`src/rtl/multicycle_ctrl_wait.sv`:
```
// Multicycle CPU control FSM with memory wait states, DECODE stall,
// illegal-opcode trap and a retired-instruction counter.
module multicycle_ctrl_wait #(
    parameter int OPCODE_W = 4,
    parameter int CNT_W    = 16
) (
    input  logic                CLK,
    input  logic                Reset,
    input  logic [OPCODE_W-1:0] Opcode,
    input  logic                MemReady,
    input  logic                Stall,
    output logic                MemReq,
    output logic                MemRead,
    output logic                MemWrite,
    output logic                IRWrite,
    output logic                MDRWrite,
    output logic                PCWrite,
    output logic                RegWrite,
    output logic                Beq,
    output logic                Bne,
    output logic [1:0]          IorD,
    output logic [1:0]          PCSource,
    output logic [1:0]          ALUSrc1,
    output logic [1:0]          ALUSrc2,
    output logic [1:0]          ALUoutSrc,
    output logic [2:0]          ALUOp,
    output logic [2:0]          RegSrc,
    output logic [4:0]          current_state,
    output logic                Trap,
    output logic [CNT_W-1:0]    InstrCount
);

    typedef enum logic [4:0] {
        FETCH    = 5'd0,
        DECODE   = 5'd1,
        R_EXEC   = 5'd2,
        R_WRITE  = 5'd3,
        ADDR     = 5'd4,
        LW_MEM   = 5'd5,
        SW_MEM   = 5'd6,
        LW_WB    = 5'd7,
        JR       = 5'd9,
        BR_EXEC  = 5'd10,
        BNE_DONE = 5'd11,
        BEQ_DONE = 5'd12,
        JAL      = 5'd13,
        I_EXEC   = 5'd14,
        I_WRITE  = 5'd15,
        LUI      = 5'd16,
        LI       = 5'd17,
        TRAP     = 5'd18
    } state_t;

    state_t     state, nxt;
    logic [3:0] op4;
    logic       op_ill;

    // Any bit above the 4-bit ISA field makes the opcode illegal.
    assign op4    = Opcode[3:0];
    assign op_ill = ((Opcode >> 4) != '0);

    always_comb begin
        nxt = FETCH;
        case (state)
            FETCH:    nxt = MemReady ? DECODE : FETCH;
            DECODE: begin
                if (Stall)       nxt = DECODE;
                else if (op_ill) nxt = TRAP;
                else begin
                    case (op4)
                        4'd0, 4'd1, 4'd2, 4'd3, 4'd4: nxt = R_EXEC;
                        4'd5:                         nxt = JR;
                        4'd6, 4'd10:                  nxt = ADDR;
                        4'd7:                         nxt = JAL;
                        4'd8, 4'd9:                   nxt = BR_EXEC;
                        4'd11, 4'd12, 4'd13:          nxt = I_EXEC;
                        4'd14:                        nxt = LUI;
                        4'd15:                        nxt = LI;
                        default:                      nxt = TRAP;
                    endcase
                end
            end
            R_EXEC:   nxt = R_WRITE;
            R_WRITE:  nxt = FETCH;
            ADDR: begin
                if (!op_ill && op4 == 4'd6)       nxt = SW_MEM;
                else if (!op_ill && op4 == 4'd10) nxt = LW_MEM;
                else                              nxt = TRAP;
            end
            LW_MEM:   nxt = MemReady ? LW_WB : LW_MEM;
            SW_MEM:   nxt = MemReady ? FETCH : SW_MEM;
            LW_WB:    nxt = FETCH;
            JR:       nxt = FETCH;
            BR_EXEC: begin
                if (!op_ill && op4 == 4'd8)      nxt = BEQ_DONE;
                else if (!op_ill && op4 == 4'd9) nxt = BNE_DONE;
                else                             nxt = TRAP;
            end
            BNE_DONE: nxt = FETCH;
            BEQ_DONE: nxt = FETCH;
            JAL:      nxt = FETCH;
            I_EXEC: begin
                if (!op_ill && (op4 == 4'd11 || op4 == 4'd12 || op4 == 4'd13))
                    nxt = I_WRITE;
                else
                    nxt = TRAP;
            end
            I_WRITE:  nxt = FETCH;
            LUI:      nxt = FETCH;
            LI:       nxt = FETCH;
            TRAP:     nxt = TRAP;
            default:  nxt = FETCH;
        endcase
    end

    // Retirement is any return to FETCH; TRAP never returns, so it never counts.
    always_ff @(posedge CLK) begin
        if (Reset) begin
            state      <= FETCH;
            InstrCount <= '0;
        end else begin
            state <= nxt;
            if (nxt == FETCH && state != FETCH)
                InstrCount <= InstrCount + CNT_W'(1);
        end
    end

    always_comb begin
        MemReq    = 1'b0;
        MemRead   = 1'b0;
        MemWrite  = 1'b0;
        IRWrite   = 1'b0;
        MDRWrite  = 1'b0;
        PCWrite   = 1'b0;
        RegWrite  = 1'b0;
        Beq       = 1'b0;
        Bne       = 1'b0;
        IorD      = 2'd0;
        PCSource  = 2'd0;
        ALUSrc1   = 2'd0;
        ALUSrc2   = 2'd0;
        ALUoutSrc = 2'd0;
        ALUOp     = 3'd0;
        RegSrc    = 3'd0;
        Trap      = 1'b0;
        case (state)
            FETCH: begin
                MemReq    = 1'b1;
                MemRead   = 1'b1;
                ALUSrc1   = 2'd2;
                ALUSrc2   = 2'd2;
                ALUOp     = 3'd2;
                PCSource  = 2'd1;
                ALUoutSrc = 2'd1;
                IRWrite   = MemReady;
                PCWrite   = MemReady;
            end
            DECODE: begin
                ALUSrc1 = 2'd0;
                ALUSrc2 = 2'd2;
            end
            R_EXEC: begin
                ALUSrc1   = 2'd3;
                ALUSrc2   = 2'd0;
                ALUoutSrc = 2'd3;
                if (!op_ill) begin
                    case (op4)
                        4'd0:    ALUOp = 3'd2;
                        4'd1:    ALUOp = 3'd0;
                        4'd2:    ALUOp = 3'd1;
                        4'd3:    ALUOp = 3'd6;
                        4'd4:    ALUOp = 3'd7;
                        default: ALUOp = 3'd0;
                    endcase
                end
            end
            R_WRITE: begin
                RegWrite = 1'b1;
                RegSrc   = 3'd4;
            end
            ADDR:     ALUoutSrc = 2'd3;
            LW_MEM: begin
                MemReq   = 1'b1;
                MemRead  = 1'b1;
                IorD     = 2'd1;
                MDRWrite = MemReady;
            end
            SW_MEM: begin
                MemReq   = 1'b1;
                MemWrite = 1'b1;
                IorD     = 2'd1;
            end
            LW_WB: begin
                RegWrite = 1'b1;
                RegSrc   = 3'd1;
            end
            JR: begin
                PCWrite  = 1'b1;
                PCSource = 2'd1;
                IorD     = 2'd2;
            end
            BR_EXEC: begin
                ALUSrc1 = 2'd1;
                ALUSrc2 = 2'd0;
                ALUOp   = 3'd6;
            end
            BNE_DONE: begin
                PCWrite = 1'b1;
                Bne     = 1'b1;
            end
            BEQ_DONE: begin
                PCWrite = 1'b1;
                Beq     = 1'b1;
            end
            JAL: begin
                RegWrite = 1'b1;
                RegSrc   = 3'd3;
                PCWrite  = 1'b1;
                PCSource = 2'd2;
            end
            I_EXEC: begin
                ALUSrc1 = 2'd0;
                ALUSrc2 = 2'd0;
                if (!op_ill) begin
                    case (op4)
                        4'd11:   ALUOp = 3'd2;
                        4'd12:   ALUOp = 3'd0;
                        4'd13:   ALUOp = 3'd1;
                        default: ALUOp = 3'd0;
                    endcase
                end
            end
            I_WRITE: begin
                RegWrite = 1'b1;
                RegSrc   = 3'd4;
            end
            LUI: begin
                RegWrite = 1'b1;
                RegSrc   = 3'd2;
            end
            LI: begin
                RegWrite  = 1'b1;
                ALUoutSrc = 2'd2;
            end
            TRAP:     Trap = 1'b1;
            default: ;
        endcase
    end

    assign current_state = state;

endmodule

```
`config.mk`:
```
export PLATFORM = sky130hd
export DESIGN_NAME = multicycle_ctrl_wait
export DESIGN_NICKNAME = d
export VERILOG_FILES = /design/src/rtl/multicycle_ctrl_wait.sv
export SDC_FILE = /design/constraint.sdc
export NUM_CORES = 1
export LEC_CHECK = 0
export CAP_MARGIN = 0
export CORE_MARGIN = 2
export CORE_UTILIZATION = 49
export DETAILED_ROUTE_END_ITERATION = 10
export GPL_TIMING_DRIVEN = 0
export PLACE_DENSITY = 0.92
export SLEW_MARGIN = 20
export SYNTH_ARGS = -nofsm -noshare
export SYNTH_HDL_FRONTEND = slang
export SYNTH_SLANG_ARGS = --single-unit
```
`constraint.sdc`:
```
create_clock -name CLK -period 2.9 [get_ports CLK]
set_input_delay 0.29 -clock CLK [delete_from_list [all_inputs] [get_ports CLK]]
set_output_delay 0.29 -clock CLK [all_outputs]
set_load 0.005 [all_outputs]
```
==> summary.txt, run 1 <==
Tmin final: 2750 ps
Setup slack, reg-to-reg: 290 ps
Hold Path Cell Cnt: 3
Main flop type after synthesis: dfxtp_1
Worst endpoint data arrival time: 2900 ps
Number of core rows: 23
Initial antenna violation count: 0
Most used cell, CP: buf_6
Synth Cell Area: 2060 um^2
EDFF count, synth: 0
Synth-to-Final Area Change: 30.9%
Worst path max stage delay: 540 ps
R2r endpoint: InstrCount[12]
Mapped Nets: 268
Area post-placement: 2650 um^2
Sequential cell area: 420 um^2
CP Cell Sequence: clkdlybuf4s50_1 -> buf_6 -> mux2_4 -> nand3_1 -> nand4_1 -> or4b_1 -> buf_6 -> buf_12 -> nor4_4 -> mux2_1
Avg Vias per Cell: 5.93
Clock Latency Late Sink: 260 ps
Final Cell Area: 2700 um^2
Share of cells above drive strength 1: 14.0%
Setup Crit Path Kind: input pin to register
Ranking of synthesized cells by area: dfxtp_1 20%, nor4_4 7.2%, nor2_1 7.1%
Finished Core Util: 67.0%
Hold EP: InstrCount[5]
Unrepaired setup endpoints after global routing: no
Cells on worst reg2reg path: 9
CTS max path bufs: 2
Initial core utilization: 51.2%
Final Hold Slack: 507 ps
Pin count of the biggest net entering global routing: 12
CP Launch Type: input pin
Num ports: 55
Drt wl/cell: 14.8 um
H-tree depth: 1
Core outline area: 4030 um^2
Share of synthesized registers carrying an async set or reset: 0%
Fin. Hold Viols: 0
Post-route setup TNS: 0 ps
Total grt overflow: 0
Outcome: finished, final reports clean
Iter 0 DRT Violations: 191
First-pass GRT wire length: 8.71 mm
Min-delay src: Reset
Final Net Count: 325
Final Setup Violations: 0
Final wirelength: 5.37 mm
Worst hold path class: input pin to register
Slowest cell on the critical path: clkdlybuf4s50_1
Worst Tran Pin Value: 692 ps
Detailed-placement wirelength estimate: 4.07 mm
CTS tree: built
Clk_skew: 3.72 ps
Critical Path RT: 3050 ps
Chip width: 68.9 um
Cts hold-fix bufs: 0
Number of port buffers: 52
Die Height: 68.9 um
Dominant cell type by area after synthesis: dfxtp_1
Placer Congestion: 0.966
Die area: 4740 um^2
Max-cap violation count: 0
Worst vdd ir: 375 uV
Register area share after synthesis: 20.4%
Mean Syn Cell Area: 7.99 um^2
Final worst-path cycle share: 94.7%
Cell variety after synth: 60
CTS root buffer: clkbuf_8
Final max-slew violation count: 0
Vias post-DR: 2,157
GRT Total Usage: 23.6%
Post-route ant nets: 0
Slew HR: 53.8%
CP endpoint kind: register
CTS buffer count: 3
Drt pass-1 iters: 4
FMAX: 364 MHz
CP max FO: 10
PwrDens: 338 nW/um^2
Pleak: 0.947 nW
Ant diodes: 0
Synth Warn #: 0
# clock sinks: 21
Multi-input gate area: 1440 um^2
Worst-path clk slew: 80 ps
Fillers: 356
Vias in the first global route: 1,880
Count of state elements after synthesis: 21
Post-CTS Setup Inserts: 0
Synthesized instance count: 258
Synth top area share: 20.4%
Launching point of the worst reg2reg path: current_state[4]
DRC viols: 0
==> sequential cells by signal (all words and copies together) (netlist names) <==
| register | count |
|---|---|
| current_state | 5 |
| InstrCount | 16 |
==> worst max-delay path by stage <==
stage                          start              to  slack, ps  cells past startpoint
global placement           Opcode[1]  InstrCount[11]       -130                     10
global route        current_state[3]       RegSrc[2]         60                      6
detailed placement         Opcode[1]  InstrCount[12]       -170                     10
finish                     Opcode[3]  InstrCount[12]        150                     10
CTS                        Opcode[1]  InstrCount[12]        110                     10
floorplan                  Opcode[1]   InstrCount[9]        510                      9
==> Yosys cell counts (all sizes together), types with 3 or more instances <==
master,n
nor2b,20
or4,3
o31ai,3
o21ai,6
nand4,5
inv,6
nand3,8
buf,19
nor4b,6
o22ai,3
nand2b,9
clkbuf,7
xnor2,4
nor4,15
dfxtp,21
mux2,15
or3,3
a21oi,8
nor3,6
a31oi,3
nand2,17
nor2,39
==> cell usage in the layout (no fill, tap or decap), types with 3 or more instances in the layout <==
cell and n:
a21oi_1 8, a31oi_1 3, buf_2 7, buf_4 4, buf_6 5, clkbuf_1 8, clkbuf_8 3, clkdlybuf4s50_1 51
dfxtp_1 21, inv_1 6, mux2_1 7, mux2_2 7, nand2_1 17, nand2b_1 8, nand3_1 8, nand4_1 5
nor2_1 39, nor2b_1 20, nor3_1 6, nor4_1 7, nor4_4 7, nor4b_1 4, o21ai_0 5, o22ai_1 3
o31ai_1 3, or4_1 3, xnor2_1 4
==> timing repair <==
action,in CTS,in global routing
setup endpoints to repair,0,2
endpoints found under the hold margin,0,0
resized for setup,0,2
==> power by group <==
group	internal [mW]	switching (mW)
logic	0.190	0.223
clock network	0.0979	0.0954
registers	0.296	0.00925
total	0.584	0.327
==> logic make-up (layout without fill, tap and decap cells) <==
kind of cell             count (synthesis)  after routing  share of synthesized area [%]
AND/OR/NAND/NOR                        143            143                           44.1
XOR/XNOR                                 6              6                           2.91
AO/OA/AOI/OAI                           37             37                           12.3
adder cells (fa/ha/maj)                  2              2                           1.21
flip-flops                              21             21                           20.4
multiplexers                            16             16                           8.86
other                                    1              1                          0.182
buffers and inverters                   32             88                           10.1
==> through the flow <==
step | instances | total power [mW] | setup WS [ps]
after global placement | 360 | 0.712 | -132
final | 364 | 0.911 | 154
after floorplan | 258 | 0.585 | 509
after detailed placement | 360 | 0.721 | -166
after CTS | 364 | 0.912 | 112
after global routing | 364 | 0.960 | 61.1
==> critical path: cells and delay by family <==
family                 cells  cell delay [ps]
buffers and inverters      4             1010
AND/OR/NAND/NOR            4              930
multiplexers               2              650
==> area by class of cell <==
class,instances,area share [%]
multi-input combinational,205,53.3
inverter,6,0.834
sequential,21,15.6
buffer,26,6.91
clock buffer,4,1.67
tap,50,2.32
timing repair buffer,52,19.4
==> metal layers <==
layer	GRT usage [%]	vias up	wire [um]
li1	-	1039	-
met1	32.1	1015	2290
met2	37.9	89	2550
met3	4.22	14	434
met4	7.60	0	99
met5	0	-	0
Note: power is estimated with default switching activity, not from simulation.
==> run 2, diff against run 1 <==
CAP_MARGIN = 25   (was 0)
==> results of run 2 <==
The final DEF is identical to that of run 1; final timing and power are the same.
==> run 3, diff against run 2 <==
PLACE_DENSITY = not set   (was 0.92)
PLACE_DENSITY_LB_ADDON = 0.1   (was not set)
==> run 3 against run 2 <==
  * Register-to-register slack lost 20 ps
  * Cell count unchanged
  * Fmax grew 0.72%
  * Die area is the same
  * Wire length is 5.6% lower
  * Core utilization down 0.16 points
  * Sequential power barely moved
  * Critical path type unchanged
==> summary.txt, run 3 (synthesis gave the netlist of run 1 again) <==
Worst path max stage delay: 530 ps (was 540 ps)
Most used cell, CP: buf_6 (unchanged)
PwrDens: 338 nW/um^2 (about the same)
Pin count of the biggest net entering global routing: 12 (unchanged)
Final Setup Violations: 0 (unchanged)
R2r endpoint: InstrCount[13] (was InstrCount[12])
Worst slack at placement: -204 ps (was -166 ps)
Drt pass-1 iters: 6 (was 4)
First-pass GRT wire length: 8.34 mm (was 8.71 mm)
CP Launch Point: Opcode[3] (unchanged)
Vias in the first global route: 1,781 (was 1,880)
Num ports: 55 (unchanged)
Launching point of the worst reg2reg path: current_state[4] (unchanged)
Initial core utilization: 51.2% (unchanged)
Highest metal used: met4 (unchanged)
Iter 0 DRT Violations: 112 (was 191)
Most frequent cells in the layout: 51 x clkdlybuf4s50_1, 39 x nor2_1, 21 x dfxtp_1 (unchanged)
Finished Core Util: 66.8% (was 67.0%)
Final Hold Slack: 486 ps (was 507 ps)
Number of core rows: 23 (unchanged)
H-tree depth: 1 (unchanged)
Number of port buffers: 52 (unchanged)
Tmin final: 2730 ps (was 2750 ps)
Fin. Hold Viols: 0 (unchanged)
Clock Latency Late Sink: 270 ps (was 260 ps)
Cells on worst reg2reg path: 9 (unchanged)
CTS root buffer: clkbuf_8 (unchanged)
Max-cap violation count: 0 (unchanged)
Worst endpoint data arrival time: 2880 ps (was 2900 ps)
Slew HR: 57.2% (was 53.8%)
Critical Path RT: 3060 ps (was 3050 ps)
Switching power share of the total: 35.9% (about the same)
DR WL met3: 330 um (was 434 um)
CP Cell Sequence: clkdlybuf4s50_1 -> buf_6 -> mux2_4 -> nand3_1 -> nand4_1 -> or4b_1 -> buf_6 -> buf_12 -> nor4_4 -> mux2_1 (unchanged)
CP max FO: 10 (unchanged)
Final max-slew violation count: 0 (unchanged)
Wire length on met2: 2.25 mm (was 2.55 mm)
Placed insts: 360 (unchanged)
CTS max path bufs: 2 (unchanged)
Detailed-placement wirelength estimate: 3.93 mm (was 4.07 mm)
Pleak: 0.947 nW (about the same)
Outcome: finished, final reports clean (unchanged)
Vias post-DR: 2,076 (was 2,157)
Placer Congestion: 0.877 (was 0.966)
Most common cell after layout, fill and taps aside: clkdlybuf4s50_1 (unchanged)
Ant diodes: 0 (unchanged)
Worst-path clk slew: 80 ps (about the same)
Setup slack, reg-to-reg: 270 ps (was 290 ps)
Post-route setup TNS: 0 ps (unchanged)
CP endpoint kind: register (unchanged)
Largest reg by FF count: InstrCount (unchanged)
Final worst slack: 174 ps (was 154 ps)
Avg Vias per Cell: 5.70 (was 5.93)
Final worst-path cycle share: 94.0% (was 94.7%)
Slowest cell on the critical path: clkdlybuf4s50_1 (unchanged)
DRC viols: 0 (unchanged)
Worst Tran Pin Value: 638 ps (was 692 ps)
Final wirelength: 5.07 mm (was 5.37 mm)
Non-filler cells in the finished layout: 364 (unchanged)
CTS tree: built (unchanged)
P_int: 584 uW (about the same)
Net Switching: 327 uW (about the same)
Setup crit end: InstrCount[13] (was InstrCount[12])
CTS buffer count: 3 (unchanged)
Post-route ant nets: 0 (unchanged)
# clock sinks: 21 (unchanged)
Final Net Count: 325 (unchanged)
GRT Total Usage: 22.6% (was 23.6%)
Largest register FFs: 16 (unchanged)
Worst hold path class: input pin to register (unchanged)
WL met1: 2.45 mm (was 2.29 mm)
Worst vdd ir: 334 uV (was 375 uV)
Chip width: 68.9 um (unchanged)
Drt wl/cell: 13.9 um (was 14.8 um)
Die Height: 68.9 um (unchanged)
Die area: 4740 um^2 (unchanged)
Share of cells above drive strength 1: 13.7% (was 14.0%)
Fillers: 388 (was 356)
Initial antenna violation count: 0 (unchanged)
CP Launch Type: input pin (unchanged)
Unrepaired setup endpoints after global routing: no (unchanged)
FMAX: 367 MHz (was 364 MHz)
Clk network pwr share: 21.9% (was 21.2%)
Combinational share of power: 44.6% (was 45.3%)
Sequential share of power: 33.5% (about the same)
Cts hold-fix bufs: 0 (unchanged)
Synth-to-Final Area Change: 30.6% (was 30.9%)
Core outline area: 4030 um^2 (unchanged)
Total grt overflow: 0 (unchanged)
Clk_skew: 3.36 ps (was 3.72 ps)
Setup Crit Path Kind: input pin to register (unchanged)
[run 3: cell count changes in the layout (fill, tap and decap cells not counted)]
cell,previous run,this run
nor4b_2,2,1
nor4b_1,4,5
[run 3: metal layers]
metal	track usage, %	vias to the layer above
met4	3.43	0
met2	34.0	67
met5	0	-
met1	33.8	971
met3	4.55	4
li1	-	1034
[run 3: final cells by class]
class,count,area (um^2),share of cell area [%]
plain buffers,26,186,6.92
inverters,6,22.5,0.836
flip-flops and latches,21,420,15.6
repair buffers,52,523,19.4
multi-input cells,205,1430,53.2
well taps,50,62.6,2.32
clock buffers,4,45.0,1.67
[run 3: per-stage QoR]
step | cell area [um^2] | total power, mW
floorplan | 2060 | 0.585
global placement | 2650 | 0.715
detailed placement | 2650 | 0.719
CTS | 2690 | 0.916
global route | 2690 | 0.961
finish | 2690 | 0.911
[run 3: worst min-delay path by stage]
stage | start | to | slack [ps] | cells after the start
global route | Reset | InstrCount[7] | 510 | 3
finish | Reset | InstrCount[7] | 490 | 3
detailed placement | InstrCount[0] | InstrCount[0] | 520 | 2
CTS | Reset | InstrCount[7] | 490 | 3
global placement | InstrCount[1] | InstrCount[1] | 510 | 2
floorplan | InstrCount[1] | InstrCount[1] | 490 | 2
[run 3: critical path: cells and delay by family]
family                 cells  cell delay, ps
muxes                      2             630
buffers and inverters      4            1000
and+or+nand+nor            4             950
[run 3: power groups by stage]
stage,Sequential (mW),Combinational [mW],Clock [mW]
after detailed placement,0.312,0.407,0
after CTS,0.305,0.407,0.204
after global placement,0.312,0.403,0
after global routing,0.307,0.440,0.214
final,0.305,0.407,0.199
after floorplan,0.311,0.274,0
[run 3: timing repair]
action	in CTS	in global routing
endpoints found under the setup margin	0	13
buffers inserted	0	0
endpoints found under the hold margin	0	0
resized for setup	0	1
